File: src/rtl/counter_pkg.sv
// Shared constants for the parametrised counter family: overflow-mode
// encodings and the default counter width.
package counter_pkg;

  localparam int unsigned DEFAULT_WIDTH = 8;

  localparam bit MODE_WRAP = 1'b0;
  localparam bit MODE_SAT  = 1'b1;

endpackage

File: src/rtl/mod_step_unit.sv
// Combinational step datapath: given the current count and effective step,
// produce the next count and flag a wrap/saturate event.
module mod_step_unit
  import counter_pkg::*;
#(
  parameter int unsigned      WIDTH    = DEFAULT_WIDTH,
  parameter logic [WIDTH-1:0] MAX_VAL  = {WIDTH{1'b1}},
  parameter bit               SAT_MODE = MODE_WRAP
) (
  input  logic [WIDTH-1:0] count,
  input  logic [WIDTH-1:0] s,
  input  logic             up_down,
  output logic [WIDTH-1:0] next_count,
  output logic             event_flag
);

  // Modulus may be 2**WIDTH, so it needs the extra bit.
  localparam logic [WIDTH:0] MODULUS = {1'b0, MAX_VAL} + (WIDTH+1)'(1);

  logic [WIDTH:0] sum;

  always_comb begin
    sum        = {1'b0, count} + {1'b0, s};
    next_count = count;
    event_flag = 1'b0;
    if (up_down) begin
      if (sum <= {1'b0, MAX_VAL}) begin
        next_count = sum[WIDTH-1:0];
      end else begin
        event_flag = 1'b1;
        next_count = (SAT_MODE == MODE_SAT) ? MAX_VAL : WIDTH'(sum - MODULUS);
      end
    end else begin
      if (s <= count) begin
        next_count = count - s;
      end else begin
        event_flag = 1'b1;
        next_count = (SAT_MODE == MODE_SAT) ? '0
                   : WIDTH'({1'b0, count} + MODULUS - {1'b0, s});
      end
    end
  end

endmodule

File: src/rtl/updown_counter_param.sv
// Parametrised up/down counter with wrap or saturate overflow handling,
// synchronous load, terminal-count output and sticky overflow flag.
module updown_counter_param
  import counter_pkg::*;
#(
  parameter int unsigned      WIDTH    = DEFAULT_WIDTH,
  parameter logic [WIDTH-1:0] MAX_VAL  = {WIDTH{1'b1}},
  parameter bit               SAT_MODE = MODE_WRAP
) (
  input  logic             clock,
  input  logic             reset,
  input  logic             enable,
  input  logic             up_down,
  input  logic [WIDTH-1:0] step,
  input  logic             load,
  input  logic [WIDTH-1:0] load_value,
  input  logic             clear_ovf,
  output logic [WIDTH-1:0] count_out,
  output logic             tc,
  output logic             overflow
);

  logic [WIDTH-1:0] s_eff;
  logic [WIDTH-1:0] next_count;
  logic             step_event;
  logic [WIDTH-1:0] load_clamped;

  assign s_eff        = (step > MAX_VAL) ? MAX_VAL : step;
  assign load_clamped = (load_value > MAX_VAL) ? MAX_VAL : load_value;

  mod_step_unit #(
    .WIDTH    (WIDTH),
    .MAX_VAL  (MAX_VAL),
    .SAT_MODE (SAT_MODE)
  ) u_step (
    .count      (count_out),
    .s          (s_eff),
    .up_down    (up_down),
    .next_count (next_count),
    .event_flag (step_event)
  );

  always_ff @(posedge clock) begin
    if (reset) begin
      count_out <= '0;
      overflow  <= 1'b0;
    end else begin
      if (load) begin
        count_out <= load_clamped;
      end else if (enable) begin
        count_out <= next_count;
      end
      // A real event beats clear_ovf; load suppresses the event entirely.
      if (!load && enable && step_event) begin
        overflow <= 1'b1;
      end else if (clear_ovf) begin
        overflow <= 1'b0;
      end
    end
  end

  assign tc = ~reset & enable & ~load &
              ((up_down & (count_out == MAX_VAL)) | (~up_down & (count_out == '0)));

endmodule

File: config.mk
export PLATFORM = sky130hd
export DESIGN_NAME = updown_counter_param
export DESIGN_NICKNAME = d
export VERILOG_FILES = /design/src/rtl/counter_pkg.sv /design/src/rtl/mod_step_unit.sv /design/src/rtl/updown_counter_param.sv
export SDC_FILE = /design/constraint.sdc
export NUM_CORES = 1
export LEC_CHECK = 0
export CORE_MARGIN = 2
export CORE_UTILIZATION = 45
export DETAILED_ROUTE_END_ITERATION = 12
export GPL_ROUTABILITY_DRIVEN = 0
export GPL_TIMING_DRIVEN = 1
export PLACE_DENSITY = 0.79
export SLEW_MARGIN = 15
export SYNTH_ARGS = -nofsm -noshare
export SYNTH_HDL_FRONTEND = slang
export SYNTH_SLANG_ARGS = --single-unit
File: constraint.sdc
create_clock -name clock -period 4.4 [get_ports clock]
set_clock_uncertainty 0.1 [all_clocks]
set_input_delay 0.66 -clock clock [delete_from_list [all_inputs] [get_ports clock]]
set_output_delay 0.66 -clock clock [all_outputs]
set_load 0.005 [all_outputs]
After elaboration in Yosys (flattened, before gate mapping) --
Index checks and enable logic that the tools add are counted.
Word-level totals: bits of input ports 22, bits in registers 9
Cells by class: mux-type cells 12, bitwise gates (word level) 9, equal/unequal tests 1, reduce and logical (&&, ||, !) cells 6, $lt $le $gt $ge 4, $add $sub $neg 5
Operator list (count):
- $mux 8 | 7
- $gt 8x8->1 const B | 2
- $sub 8x8->8 | 2
- $add 8x8->9 | 1
- $le 9x8->1 const B | 1
- $add 8x1->8 const B | 1
- $eq 8x8->1 const B | 1
- $le 8x8->1 | 1
- $logic_not 8->1 | 1
- $sub 8x1->8 const B | 1
- $and 1x1->1 | 5
- $mux 1 | 5
- $reduce_bool 2->1 | 2
- $not 1->1 | 3
- $logic_and 1x1->1 | 2
- $logic_not 1->1 | 1
- $or 1x1->1 | 1

Depth between registers and ports, before layout --
Gate-level depths: netlist of run 1.
depth in word-level cells 8, gate-level depth with buffers 9, depth with buffers taken out 9

Hierarchy --
From an unflattened synthesis of run 1, not the netlist that was laid out.
Second synthesis, totals: cell total of the unflattened synthesis 148, area total of the unflattened synthesis 1184.9 µm²
By module, submodules not included:
- mod_step_unit | cells each 99, area an instance 711.9 µm², times used 1, seq. area each 0.0 µm²
- updown_counter_param | cells each 49, area an instance 473.0 µm², times used 1, seq. area each 180.2 µm²

Least setup slack after synthesis of run 1 --
Ideal clock, no wire load.
path kind input to register, from in step[0], to reg count_out[4], required time 4232 ps, library setup time 68 ps, path buffers 0, stages 8, slack 2169 ps, arrival 2063 ps, cells stage by stage ha_1 -> fa_1 -> nand2b_1 -> a21boi_1 -> o21ai_1 -> a21o_1 -> a31o_1 -> o21ai_2
On the way: word-level cells in the longest chain between the ends 8
Ends and longest elaborated chain:
- start, declared | line updown_counter_param.sv:14 | input logic [WIDTH-1:0] step,
- $gt 8x8->1 | line updown_counter_param.sv:28 | assign s_eff = (step > MAX_VAL) ? MAX_VAL : step;
- $mux 8 (*) | line updown_counter_param.sv:28
- $add 8x8->9 | line mod_step_unit.sv:23 | sum = {1'b0, count} + {1'b0, s};
- $sub 8x1->8 / $le 9x8->1 (equally long branches) | line mod_step_unit.sv:31, mod_step_unit.sv:27
- $mux 8 | line mod_step_unit.sv:27 | if (sum <= {1'b0, MAX_VAL}) begin
- $mux 8 (*) | line mod_step_unit.sv:26 | if (up_down) begin
- $mux 8 (*) | line updown_counter_param.sv:50 | end else if (enable) begin
- $mux 8 (*) | line updown_counter_param.sv:48 | if (load) begin
- end signal, assigned | line updown_counter_param.sv:49 | count_out <= load_clamped;
- end signal, assigned | line updown_counter_param.sv:51 | count_out <= next_count;
- end, declared | line updown_counter_param.sv:18 | output logic [WIDTH-1:0] count_out,
Mark *: on every way between the ends. The rest lies on a longest branch, timed or not. The select of a mux whose other input is x is not followed. A chain may end at the register's enable or synchronous reset.

Worst setup path in the final report of run 1 --
from in load, to out tc
On the way: word-level cells in the longest chain between the ends 3
Ends and longest elaborated chain:
- start, declared | line updown_counter_param.sv:15 | input logic load,
- $not 1->1 | line updown_counter_param.sv:62 | assign tc = ~reset & enable & ~load &
- $and 1x1->1 (2 in a row) | line updown_counter_param.sv:62
- end, declared | line updown_counter_param.sv:19 | output logic tc,
Every way passes these cells.

==> results of run 1 <==
-- stage by stage --
| step | setup WS, ns | instance area [um2] |
|---|---|---|
| floorplan | 2.169 | 1167 |
| global placement | 1.310 | 1470 |
| detailed placement | 1.224 | 1470 |
| CTS | 1.217 | 1496 |
| global route | 1.021 | 1496 |
| finish | 1.224 | 1496 |
-- layout make-up --
class | count | share of cell area [%]
Clock buffer | 4 | 1.756
Inverter | 16 | 4.013
Multi-Input combinational cell | 117 | 58.44
Sequential cell | 9 | 12.04
Tap cell | 30 | 2.508
Timing Repair Buffer | 32 | 21.24
-- power by group --
group          total, mW  internal, mW  switching [mW]  leakage [nW]
clock network     0.0639        0.0350          0.0289        0.0150
registers          0.102        0.0890          0.0133        0.0745
logic              0.159        0.0812          0.0778         0.547
total              0.325         0.205           0.120         0.636
-- state kept, by name, summed over array words and instances (netlist names) --
| signal | cells |
|---|---|
| count_out | 8 |
| overflow | 1 |
-- worst max-delay path, cell delays in order --
cell                              delay (ns)
sky130_fd_sc_hd__clkdlybuf4s50_1        0.67
sky130_fd_sc_hd__nor2_1                 0.23
sky130_fd_sc_hd__nand2_1                0.18
sky130_fd_sc_hd__nor2_1                 0.16
sky130_fd_sc_hd__clkdlybuf4s50_1        0.50
-- metal layers --
layer / vias up / track usage, % / part of all wire (%)
met5: - / 0 / 0
met4: 0 / 4.472 / 0.18
met3: 2 / 4.839 / 4.8
met2: 38 / 38.29 / 51
met1: 539 / 25.33 / 44
li1: 596 / - / -
-- cells in the mapped netlist, drive strengths merged --
cell / n / share of area (%)
nor4b: 1 / 1.3
nor2b: 3 / 1.6
nand3: 3 / 1.3
ha: 16 / 17
a211o: 1 / 0.75
nand4: 2 / 1.1
a31o: 1 / 0.75
clkbuf: 3 / 0.96
xor2: 3 / 2.3
dfxtp: 9 / 15
nand2b: 2 / 1.1
o21ai: 13 / 5.9
nor2: 13 / 4.2
inv: 16 / 5.1
nand2: 10 / 3.9
and2: 1 / 0.75
o221ai: 1 / 0.75
a221oi: 2 / 2.6
a211oi: 2 / 1.3
a21oi: 14 / 6.6
nor3b: 3 / 1.9
buf: 4 / 3.5
nor4: 4 / 2.1
xnor2: 2 / 1.5
a31oi: 3 / 1.6
o22ai: 3 / 1.6
mux2i: 2 / 1.7
fa: 2 / 3.4
o2111ai: 1 / 0.75
nor3: 2 / 0.86
o311ai: 1 / 1.4
o211ai: 1 / 0.64
a21boi: 1 / 0.64
or4b: 1 / 0.86
o41ai: 1 / 1.4
a21o: 2 / 1.3
-- kinds of logic after synthesis --
kind of cell | share of synthesized area (%)
compound gates | 27.98
simple gates | 20.90
buf+inv | 9.646
fa+ha+maj | 20.58
flops | 15.43
xor+xnor | 3.752
mux | 1.715
-- path summary, 6_finish.rpt --
check / from / endpoint / slack [ns] / depth (start not counted)
max: load / tc / 1.22 / 5
min: overflow$_SDFFE_PP0P_ / overflow$_SDFFE_PP0P_ / 0.40 / 1
max reg2reg: count_out[0]$_SDFFE_PP0P_ / count_out[6]$_SDFFE_PP0P_ / 2.13 / 9
min reg2reg: overflow$_SDFFE_PP0P_ / overflow$_SDFFE_PP0P_ / 0.40 / 1
==> results.rst, run 1 <==
.. list-table::
   :header-rows: 1

   * - Metric
     - Value
   * - Total Die Area
     - 3017 um2
   * - CTS buffer count
     - 3
   * - Post-synthesis sequential area ratio
     - 15.43%
   * - Setup total negative slack
     - 0 ns
   * - Leading cell type in the layout, fill and taps excluded
     - sky130_fd_sc_hd__clkdlybuf4s50_1
   * - Number of instances in the synthesized netlist
     - 149
   * - Iteration-0 DRC count of the detailed router
     - 26
   * - Remaining global-route overflow
     - 0
   * - Via count
     - 1,175
   * - Achievable Freq
     - 314.9 MHz
   * - Clock tree from TritonCTS
     - done
   * - Data arrival time of the critical path
     - 2.42 ns
   * - Endpoint kind of the worst setup timing path
     - output port
   * - Path type of the worst min-delay path
     - flop to flop
   * - WHS
     - ~0.4 ns
   * - Number of distinct library cells after synthesis
     - between 40 and 50
   * - CTS resizes
     - 0
   * - Length of the first detailed-routing pass in iterations
     - 4
   * - Slew headroom
     - 65.63%
   * - Slew at the pin with the worst max-slew slack
     - 0.5139 ns
   * - Maximum fanout along the worst path
     - 16
   * - Total setup violations reported at the end of the flow
     - 0
   * - Drc violations
     - 0
   * - Maxcap violations
     - 0
   * - WL/cell
     - 13.73 um
   * - Final cell count without fillers
     - roughly 210
   * - Count of pins over their slew limit
     - 0
   * - Total Routed Length
     - 2.856 mm
   * - PwrDens
     - approximately 220 nW/um2
   * - NumNets Final
     - 219
   * - Clock root buffer
     - sky130_fd_sc_hd__clkbuf_4
   * - Area of combinational cells with multiple inputs
     - 874.6 um2
   * - Vias in the first global route
     - 1,119
   * - Antenna violations before repair
     - 0
   * - Vias per Instance
     - 5.649
   * - Floorplan row count
     - 18
   * - Core region area
     - between 2000 and 2500 um2
   * - Outcome
     - completed
   * - DP Cell Count
     - approximately 200
   * - Overall die height
     - 54.93 um
   * - Fraction of final layout cells sized beyond drive strength 1
     - 8.427%
   * - Worst voltage drop across the vdd grid
     - between 0.2 and 0.25 mV
   * - Register area
     - ~180 um2
   * - Number of hold-repair buffers added at the cts stage
     - 0
   * - Effective utilization at floorplan
     - 47.12%
   * - Startpoint class of the critical path
     - primary input
   * - Most used cells in the layout excluding fill and tap cells
     - 31 x sky130_fd_sc_hd__clkdlybuf4s50_1, 16 x sky130_fd_sc_hd__inv_1, 16 x sky130_fd_sc_hd__ha_1, 13 x sky130_fd_sc_hd__nor2_1, 12 x sky130_fd_sc_hd__a21oi_1
   * - Die extent in x
     - roughly 55 um
   * - # IOs
     - 32
   * - Area growth from synthesis to layout
     - 28.19%
   * - Clock sinks
     - 9
   * - Number of inserted filler cells in the final layout
     - 230
   * - Clock latency on the worst-skew pair
     - 0.26 ns
   * - RSZ-0062 raised after global routing
     - no
   * - Final core area utilization
     - between 60% and 70%
   * - Total power consumption of the routed design
     - 325.1 uW
   * - Dpl hpwl
     - 2.309 mm
   * - Fin crit share
     - 72.18%
   * - Count of H-tree levels built during CTS
     - 1
   * - Largest net degree at the start of global routing
     - 20
   * - Post-Syn Area per Cell
     - 7.835 um2
   * - Global-route wire length before repair
     - 4.650 mm
   * - IO Port Bufs
     - 31
   * - Number of nets in the synthesized netlist
     - 189
   * - Pleak
     - 0.6362 nW
   * - Clock transition time at the flip-flop clock pins of the worst setup and hold paths
     - 0.06 ns
   * - Final critical delay including setup and external delays
     - about 3.2 ns
   * - Post-CTS Setup Bufs
     - 0
   * - Number of flip-flops and latches in the synthesized netlist
     - 9
   * - Post-detailed-route count of antenna-violating nets
     - 0
   * - Yosys synthesis warning count
     - 0
   * - Hold Violations, Final
     - 0
   * - Aggregate global-route resource usage
     - 21.15%
   * - Crit Path Class
     - primary input to output port
   * - Count of antenna diodes in the layout
     - 0
   * - CP required
     - 3.64 ns
   * - Syn Std Cell Area
     - 1167 um2
   * - Maximum buffer depth of the clock tree
     - 2
Note: power is estimated with default switching activity, not from simulation.
==> run 2, diff against run 1 <==
==> constraint.sdc (replaced) <==
create_clock -name clock -period 3.3 [get_ports clock]
set_clock_uncertainty 0.1 [all_clocks]
set_input_delay 0.495 -clock clock [delete_from_list [all_inputs] [get_ports clock]]
set_output_delay 0.495 -clock clock [all_outputs]
set_load 0.005 [all_outputs]
==> run 2 against run 1 <==
Utilization up 0.30 points. Global-route usage down 0.068 points. Via count up 0.94%. Die area unchanged. Non-clock buffer count up 1. Total power up 34%. Combinational power up 35%. Clock power up 33%. Largest power group unchanged.
==> results.rst, run 2 (same netlist as run 1, synthesis figures left out) <==
.. list-table::
   :header-rows: 1

   * - Metric
     - Value
   * - Worst setup slack after layout
     - 0.5741 ns (was 1.224 ns)
   * - Count of antenna diodes in the layout
     - 0 (unchanged)
   * - Clock tree from TritonCTS
     - done (unchanged)
   * - Dpl hpwl
     - 2.393 mm (was 2.309 mm)
   * - Die extent in x
     - 54.93 um (unchanged)
   * - Count of buffer and inverter cells on the critical path
     - 2 (unchanged)
   * - WL/cell
     - 14.05 um (was 13.73 um)
   * - Iteration-0 DRC count of the detailed router
     - 18 (was 26)
   * - Effective utilization at floorplan
     - 47.12% (unchanged)
   * - Total power consumption of the routed design
     - 435.7 uW (was 325.1 uW)
   * - Switching share of total power
     - 36.99% (was 36.91%)
   * - Internal
     - 274.6 uW (was 205.1 uW)
   * - Slew at the pin with the worst max-slew slack
     - 0.4028 ns (was 0.5139 ns)
   * - Clock root buffer
     - sky130_fd_sc_hd__clkbuf_4 (unchanged)
   * - Power share of the sequential group
     - 31.3% (was 31.4%)
   * - Reg2reg end
     - count_out[6]$_SDFFE_PP0P_ (unchanged)
   * - Overall die height
     - 54.93 um (unchanged)
   * - Final critical delay including setup and external delays
     - 2.726 ns
   * - Count of pins over their slew limit
     - 0 (unchanged)
   * - Setup total negative slack
     - 0 ns (unchanged)
   * - R2r worst-path depth
     - 9 (unchanged)
   * - Vias in the first global route
     - 1,116 (was 1,119)
   * - # IOs
     - 32 (unchanged)
   * - Endpoint kind of the worst setup timing path
     - output port (unchanged)
   * - Vias per Instance
     - 5.675 (was 5.649)
   * - PwrDens
     - 289.7 nW/um2 (was 217.3 nW/um2)
   * - Family with the most delay on the worst path
     - buffers and inverters (unchanged)
   * - Cell depth of the worst hold path
     - 1 (unchanged)
   * - Most used cells in the layout excluding fill and tap cells
     - 31 x sky130_fd_sc_hd__clkdlybuf4s50_1, 16 x sky130_fd_sc_hd__inv_1, 16 x sky130_fd_sc_hd__ha_1, 13 x sky130_fd_sc_hd__nor2_1, 12 x sky130_fd_sc_hd__a21oi_1 (unchanged)
   * - Number of hold-repair buffers added at the cts stage
     - 0 (unchanged)
   * - Clock latency on the worst-skew pair
     - 0.26 ns (about the same)
   * - Aggregate global-route resource usage
     - 21.08% (was 21.15%)
   * - Post-CTS Setup Bufs
     - 0 (unchanged)
   * - Via count
     - 1,186 (was 1,175)
   * - Endpoint of the worst hold path
     - overflow$_SDFFE_PP0P_ (unchanged)
   * - Maxcap violations
     - 0 (unchanged)
   * - Part of the total power dissipated in combinational logic
     - 49.2% (was 48.9%)
   * - Maximum fanout along the worst path
     - 12 (was 16)
   * - Count of H-tree levels built during CTS
     - 1 (unchanged)
   * - Pleak
     - 0.6410 nW (was 0.6362 nW)
   * - Crit-path max cell delay
     - 0.71 ns (was 0.67 ns)
   * - Clock sinks
     - 9 (unchanged)
   * - Fraction of final layout cells sized beyond drive strength 1
     - 8.939% (was 8.427%)
   * - Total setup violations reported at the end of the flow
     - 0 (unchanged)
   * - Startpoint class of the critical path
     - primary input (unchanged)
   * - Clock transition time at the flip-flop clock pins of the worst setup and hold paths
     - 0.06 ns (about the same)
   * - Register with the most flip-flops
     - count_out (unchanged)
   * - NumNets Final
     - 220 (was 219)
   * - Path type of the worst min-delay path
     - flop to flop (unchanged)
   * - Total Routed Length
     - 2.936 mm (was 2.856 mm)
   * - Data arrival time of the critical path
     - 2.13 ns (was 2.42 ns)
   * - CTS resizes
     - 0 (unchanged)
   * - Largest net degree at the start of global routing
     - 19 (was 20)
   * - Biggest registers after layout
     - count_out: 8 flops, overflow: 1 flops (unchanged)
   * - CP required
     - 2.70 ns (was 3.64 ns)
   * - Remaining global-route overflow
     - 0 (unchanged)
   * - CP dominant cell by count
     - sky130_fd_sc_hd__clkdlybuf4s50_1
   * - Post-detailed-route count of antenna-violating nets
     - 0 (unchanged)
   * - IO Port Bufs
     - 31 (unchanged)
   * - Outcome
     - completed (unchanged)
   * - RSZ-0062 raised after global routing
     - no (unchanged)
   * - Achievable Freq
     - 366.9 MHz
   * - Sequence of cells on the critical path
     - clkdlybuf4s50_1, nand2_1, nor2_1, clkdlybuf4s50_1 (was clkdlybuf4s50_1, nor2_1, nand2_1, nor2_1, clkdlybuf4s50_1)
   * - Area growth from synthesis to layout
     - 28.83% (was 28.19%)
   * - Hold path start
     - overflow$_SDFFE_PP0P_ (unchanged)
   * - Drc violations
     - 0 (unchanged)
   * - Fin crit share
     - between 80% and 90%
   * - Worst-case register-to-register setup slack
     - 1.04 ns (was 2.13 ns)
   * - Hold Violations, Final
     - 0 (unchanged)
   * - Total Die Area
     - 3017 um2 (unchanged)
   * - Global-route wire length before repair
     - 4.616 mm (was 4.650 mm)
   * - Final core area utilization
     - 60.71% (was 60.40%)
   * - Antenna violations before repair
     - 0 (unchanged)
   * - Maximum buffer depth of the clock tree
     - 2 (unchanged)
   * - Core region area
     - 2477 um2 (unchanged)
   * - Proportion of power drawn by the clock network
     - 19.5% (was 19.6%)
   * - Master of the slowest instance on the critical path
     - sky130_fd_sc_hd__clkdlybuf4s50_1 (unchanged)
   * - Crit Path Class
     - primary input to output port (unchanged)
   * - Crit Reg-Reg Startpoint
     - count_out[0]$_SDFFE_PP0P_ (unchanged)
   * - Largest register FFs
     - 8 (unchanged)
   * - Slew headroom
     - 73.06% (was 65.63%)
   * - Leading cell type in the layout, fill and taps excluded
     - sky130_fd_sc_hd__clkdlybuf4s50_1 (unchanged)
   * - CTS buffer count
     - 3 (unchanged)
   * - Worst slack after detailed placement
     - 0.5591 ns (was 1.224 ns)
   * - Worst voltage drop across the vdd grid
     - 0.2826 mV (was 0.2265 mV)
   * - Length of the first detailed-routing pass in iterations
     - 4 (unchanged)
   * - Number of inserted filler cells in the final layout
     - 248 (was 230)
   * - Switching power
     - 161.2 uW (was 120.0 uW)
   * - Floorplan row count
     - 18 (unchanged)
-- run 2: worst max path at each step --
stage                                      to     from  cells after the start  slack, ns
finish                                     tc   enable                      4       0.57
CTS                                        tc   enable                      4       0.58
global route                               tc    reset                      5       0.45
floorplan           count_out[4]$_SDFFE_PP0P_  step[0]                      8       1.23
detailed placement  count_out[6]$_SDFFE_PP0P_  step[0]                      9       0.56
global placement    count_out[7]$_SDFFE_PP0P_  step[1]                      9       0.61
-- run 2: stage by stage --
stage / cell area (um2) / instances / hold WS [ns]
detailed placement: 1478 / 205 / 0.3665
finish: 1504 / 209 / 0.3764
CTS: 1504 / 209 / 0.3806
global route: 1504 / 209 / 0.4136
global placement: 1478 / 205 / 0.3548
floorplan: 1167 / 149 / 0.3607
-- run 2: power groups by stage --
stage / Clock, mW / Sequential, mW / Combinational [mW]
3_5_place_dp: 0 / 0.138 / 0.214
2_1_floorplan: 0 / 0.134 / 0.142
4_1_cts: 0.0877 / 0.136 / 0.215
3_3_place_gp: 0 / 0.138 / 0.207
6_report: 0.0851 / 0.136 / 0.214
5_1_grt: 0.0947 / 0.138 / 0.237
-- run 2: area by class of cell --
type / instances / area (um2) / share of cell area, %
Inverter: 16 / 60.06 / 3.993
Sequential cell: 9 / 180.2 / 11.98
Tap cell: 30 / 37.54 / 2.496
Multi-Input combinational cell: 117 / 874.6 / 58.15
Timing Repair Buffer: 33 / 325.3 / 21.63
Clock buffer: 4 / 26.28 / 1.747
-- run 2: per-layer routing --
metal	vias to the layer above	track usage [%]	wire [um]
li1	596	-	-
met1	556	23.48	1305
met2	30	41.27	1486
met3	4	4.301	117
met4	0	3.252	28
met5	-	0	0
==> run 3, diff against run 2 <==
--- a/config.mk
+++ b/config.mk
@@ -6,11 +6,11 @@
 export NUM_CORES = 1
 export LEC_CHECK = 0
 export CORE_MARGIN = 2
-export CORE_UTILIZATION = 45
+export CORE_UTILIZATION = 43
 export DETAILED_ROUTE_END_ITERATION = 12
 export GPL_ROUTABILITY_DRIVEN = 0
 export GPL_TIMING_DRIVEN = 1
-export PLACE_DENSITY = 0.79
+export PLACE_DENSITY = 0.8
 export SLEW_MARGIN = 15
 export SYNTH_ARGS = -nofsm -noshare
 export SYNTH_HDL_FRONTEND = slang
==> constraint.sdc (replaced) <==
create_clock -name clock -period 2.5 [get_ports clock]
set_clock_uncertainty 0.1 [all_clocks]
set_input_delay 0.375 -clock clock [delete_from_list [all_inputs] [get_ports clock]]
set_output_delay 0.375 -clock clock [all_outputs]
set_load 0.005 [all_outputs]
==> run 3 against run 2 <==
Sequential cell count unchanged. Clock-buffer cell count unchanged. Sequential share of layout area down 0.18 points. Cell count up 1.4%. Routed wire length up 5.1%. Non-clock buffer count up 3. Highest routed layer unchanged. Clock power up 37%. Sequential power up 32%. Register-to-register slack worse by 0.78 ns. Critical path type is now primary input to flop.
==> results.rst, run 3 (same netlist as run 1, synthesis figures left out) <==
.. list-table::
   :header-rows: 1

   * - Metric
     - Value
   * - Outcome
     - completed (unchanged)
   * - Largest net degree at the start of global routing
     - 19 (unchanged)
   * - Vias per Instance
     - 5.642 (was 5.675)
   * - Maxcap violations
     - 0 (unchanged)
   * - Cell depth of the worst hold path
     - 1 (unchanged)
   * - Count of antenna diodes in the layout
     - 0 (unchanged)
   * - Via count
     - 1,196 (was 1,186)
   * - Clock transition time at the flip-flop clock pins of the worst setup and hold paths
     - 0.06 ns (about the same)
   * - NumNets Final
     - 223 (was 220)
   * - Number of logic stages on the critical path including buffering
     - 9 (was 4)
   * - Worst setup slack after layout
     - 0.1924 ns (was 0.5741 ns)
   * - Largest register FFs
     - 8 (unchanged)
   * - Worst-case register-to-register setup slack
     - 0.26 ns (was 1.04 ns)
   * - WL/cell
     - 14.55 um (was 14.05 um)
   * - Worst slack after detailed placement
     - -0.06850 ns (was 0.5591 ns)
   * - Path type of the worst min-delay path
     - flop to flop (unchanged)
   * - Number of hold-repair buffers added at the cts stage
     - 0 (unchanged)
   * - Crit Reg-Reg Startpoint
     - count_out[0]$_SDFFE_PP0P_ (unchanged)
   * - Count of pins over their slew limit
     - 0 (unchanged)
   * - Setup total negative slack
     - 0 ns (unchanged)
   * - Post-detailed-route count of antenna-violating nets
     - 0 (unchanged)
   * - Worst voltage drop across the vdd grid
     - 0.2861 mV (was 0.2826 mV)
   * - Length of the first detailed-routing pass in iterations
     - 4 (unchanged)
   * - Area growth from synthesis to layout
     - 30.76% (was 28.83%)
   * - Sequence of cells on the critical path
     - clkdlybuf4s50_1, ha_1, fa_1, nand2b_1, a21oi_2, o41ai_2, a21oi_1, xnor2_1, o22ai_1 (was clkdlybuf4s50_1, nand2_1, nor2_1, clkdlybuf4s50_1)
   * - Maximum fanout along the worst path
     - 3 (was 12)
   * - Slew at the pin with the worst max-slew slack
     - 0.3315 ns (was 0.4028 ns)
   * - Floorplan row count
     - 18 (unchanged)
   * - Fin crit share
     - 92.30%
   * - Switching power
     - 218.6 uW (was 161.2 uW)
   * - Antenna violations before repair
     - 0 (unchanged)
   * - Family with the most delay on the worst path
     - adder cells (was buffers and inverters)
   * - Remaining global-route overflow
     - 0 (unchanged)
   * - Drc violations
     - 0 (unchanged)
   * - Power share of the sequential group
     - 30.7% (was 31.3%)
   * - Reg2reg end
     - count_out[6]$_SDFFE_PP0P_ (unchanged)
   * - Final core area utilization
     - 60.52% (was 60.71%)
   * - R2r worst-path depth
     - 9 (unchanged)
   * - Aggregate global-route resource usage
     - 20.43% (was 21.08%)
   * - Startpoint class of the critical path
     - primary input (unchanged)
   * - Internal
     - 365.2 uW (was 274.6 uW)
   * - Clock root buffer
     - sky130_fd_sc_hd__clkbuf_4 (unchanged)
   * - Clock sinks
     - 9 (unchanged)
   * - Biggest registers after layout
     - count_out: 8 flops, overflow: 1 flops (unchanged)
   * - Iteration-0 DRC count of the detailed router
     - 39 (was 18)
   * - IO Port Bufs
     - 31 (unchanged)
   * - Pleak
     - 0.6549 nW (was 0.6410 nW)
   * - Die extent in x
     - 56.11 um (was 54.93 um)
   * - Data arrival time of the critical path
     - 2.35 ns (was 2.13 ns)
   * - Endpoint of the most critical setup path
     - count_out[6]$_SDFFE_PP0P_ (was tc)
   * - RSZ-0062 raised after global routing
     - no (unchanged)
   * - Timing startpoint of the critical path
     - step[0] (was enable)
   * - Count of H-tree levels built during CTS
     - 1 (unchanged)
   * - Hold Violations, Final
     - 0 (unchanged)
   * - Clock tree from TritonCTS
     - done (unchanged)
   * - Endpoint kind of the worst setup timing path
     - flop (was output port)
   * - Core region area
     - 2522 um2 (was 2477 um2)
   * - Global-route wire length before repair
     - 5.085 mm (was 4.616 mm)
   * - Master of the slowest instance on the critical path
     - sky130_fd_sc_hd__clkdlybuf4s50_1 (unchanged)
   * - Switching share of total power
     - 37.44% (was 36.99%)
   * - WHS
     - 0.3743 ns (was 0.3764 ns)
   * - CTS buffer count
     - 3 (unchanged)
   * - Proportion of power drawn by the clock network
     - 20.0% (was 19.5%)
   * - Register area
     - 180.2 um2 (unchanged)
   * - # IOs
     - 32 (unchanged)
   * - Count of buffer and inverter cells on the critical path
     - 1 (was 2)
   * - Clock latency on the worst-skew pair
     - 0.27 ns (was 0.26 ns)
   * - Total Die Area
     - 3148 um2 (was 3017 um2)
   * - Register with the most flip-flops
     - count_out (unchanged)
   * - PwrDens
     - 382.5 nW/um2 (was 289.7 nW/um2)
   * - Crit Path Class
     - primary input to flop (was primary input to output port)
   * - CP required
     - 2.55 ns (was 2.70 ns)
   * - Area of combinational cells with multiple inputs
     - 874.6 um2 (unchanged)
   * - Total power consumption of the routed design
     - 583.8 uW (was 435.7 uW)
   * - Fraction of final layout cells sized beyond drive strength 1
     - 10.44% (was 8.939%)
   * - Crit-path max cell delay
     - 0.43 ns (was 0.71 ns)
   * - Slew headroom
     - 77.69% (was 73.06%)
   * - Part of the total power dissipated in combinational logic
     - 49.3% (was 49.2%)
   * - Vias in the first global route
     - 1,163 (was 1,116)
   * - CTS resizes
     - 0 (unchanged)
   * - Maximum buffer depth of the clock tree
     - 2 (unchanged)
   * - Effective utilization at floorplan
     - 46.28% (was 47.12%)
   * - Achievable Freq
     - 433.4 MHz
   * - Total setup violations reported at the end of the flow
     - 0 (unchanged)
   * - Post-CTS Setup Bufs
     - 0 (unchanged)
   * - Final critical delay including setup and external delays
     - between 2 and 2.5 ns
   * - Most used cells in the layout excluding fill and tap cells
     - 31 x sky130_fd_sc_hd__clkdlybuf4s50_1, 16 x sky130_fd_sc_hd__inv_1, 16 x sky130_fd_sc_hd__ha_1, 13 x sky130_fd_sc_hd__nor2_1, 12 x sky130_fd_sc_hd__a21oi_1 (unchanged)
   * - Total Routed Length
     - 3.085 mm (was 2.936 mm)
   * - Dpl hpwl
     - 2.486 mm (was 2.393 mm)
   * - Leading cell type in the layout, fill and taps excluded
     - sky130_fd_sc_hd__clkdlybuf4s50_1 (unchanged)
   * - Number of inserted filler cells in the final layout
     - 240 (was 248)
   * - Overall die height
     - 56.11 um (was 54.93 um)
## run 3: final cells by class
type / instances / area share, %
repair buffers: 36 / 22.79
clock buffers: 4 / 1.721
flip-flops and latches: 9 / 11.80
well taps: 30 / 2.459
multi-input cells: 117 / 57.30
inverters: 16 / 3.934
## run 3: how the worst min path moves through the flow
stage,start,to,slack [ns]
6_report,overflow$_SDFFE_PP0P_,overflow$_SDFFE_PP0P_,0.37
5_1_grt,overflow$_SDFFE_PP0P_,overflow$_SDFFE_PP0P_,0.42
4_1_cts,overflow$_SDFFE_PP0P_,overflow$_SDFFE_PP0P_,0.37
3_5_place_dp,overflow$_SDFFE_PP0P_,overflow$_SDFFE_PP0P_,0.36
3_3_place_gp,overflow$_SDFFE_PP0P_,overflow$_SDFFE_PP0P_,0.35
2_1_floorplan,overflow$_SDFFE_PP0P_,overflow$_SDFFE_PP0P_,0.36
## run 3: routing by layer
metal / track usage (%) / vias up / part of all wire [%]
li1: - / 601 / -
met1: 23.22 / 549 / 42
met4: 6.803 / 0 / 1.6
met5: 0 / - / 0
met2: 36.64 / 39 / 51
met3: 5.349 / 7 / 5.7
## run 3: per-stage QoR
step | std cells | cell area (um2)
5_1_grt | 212 | 1526
3_3_place_gp | 208 | 1500
3_5_place_dp | 208 | 1500
4_1_cts | 212 | 1526
6_report | 212 | 1526
2_1_floorplan | 149 | 1167
## run 3: power groups by stage
| stage | Sequential [mW] | Clock (mW) | Combinational, mW |
|---|---|---|---|
| 2_1_floorplan | 0.177 | 0 | 0.187 |
| 3_3_place_gp | 0.181 | 0 | 0.276 |
| 3_5_place_dp | 0.182 | 0 | 0.285 |
| 4_1_cts | 0.179 | 0.119 | 0.287 |
| 5_1_grt | 0.182 | 0.129 | 0.317 |
| 6_report | 0.179 | 0.117 | 0.288 |
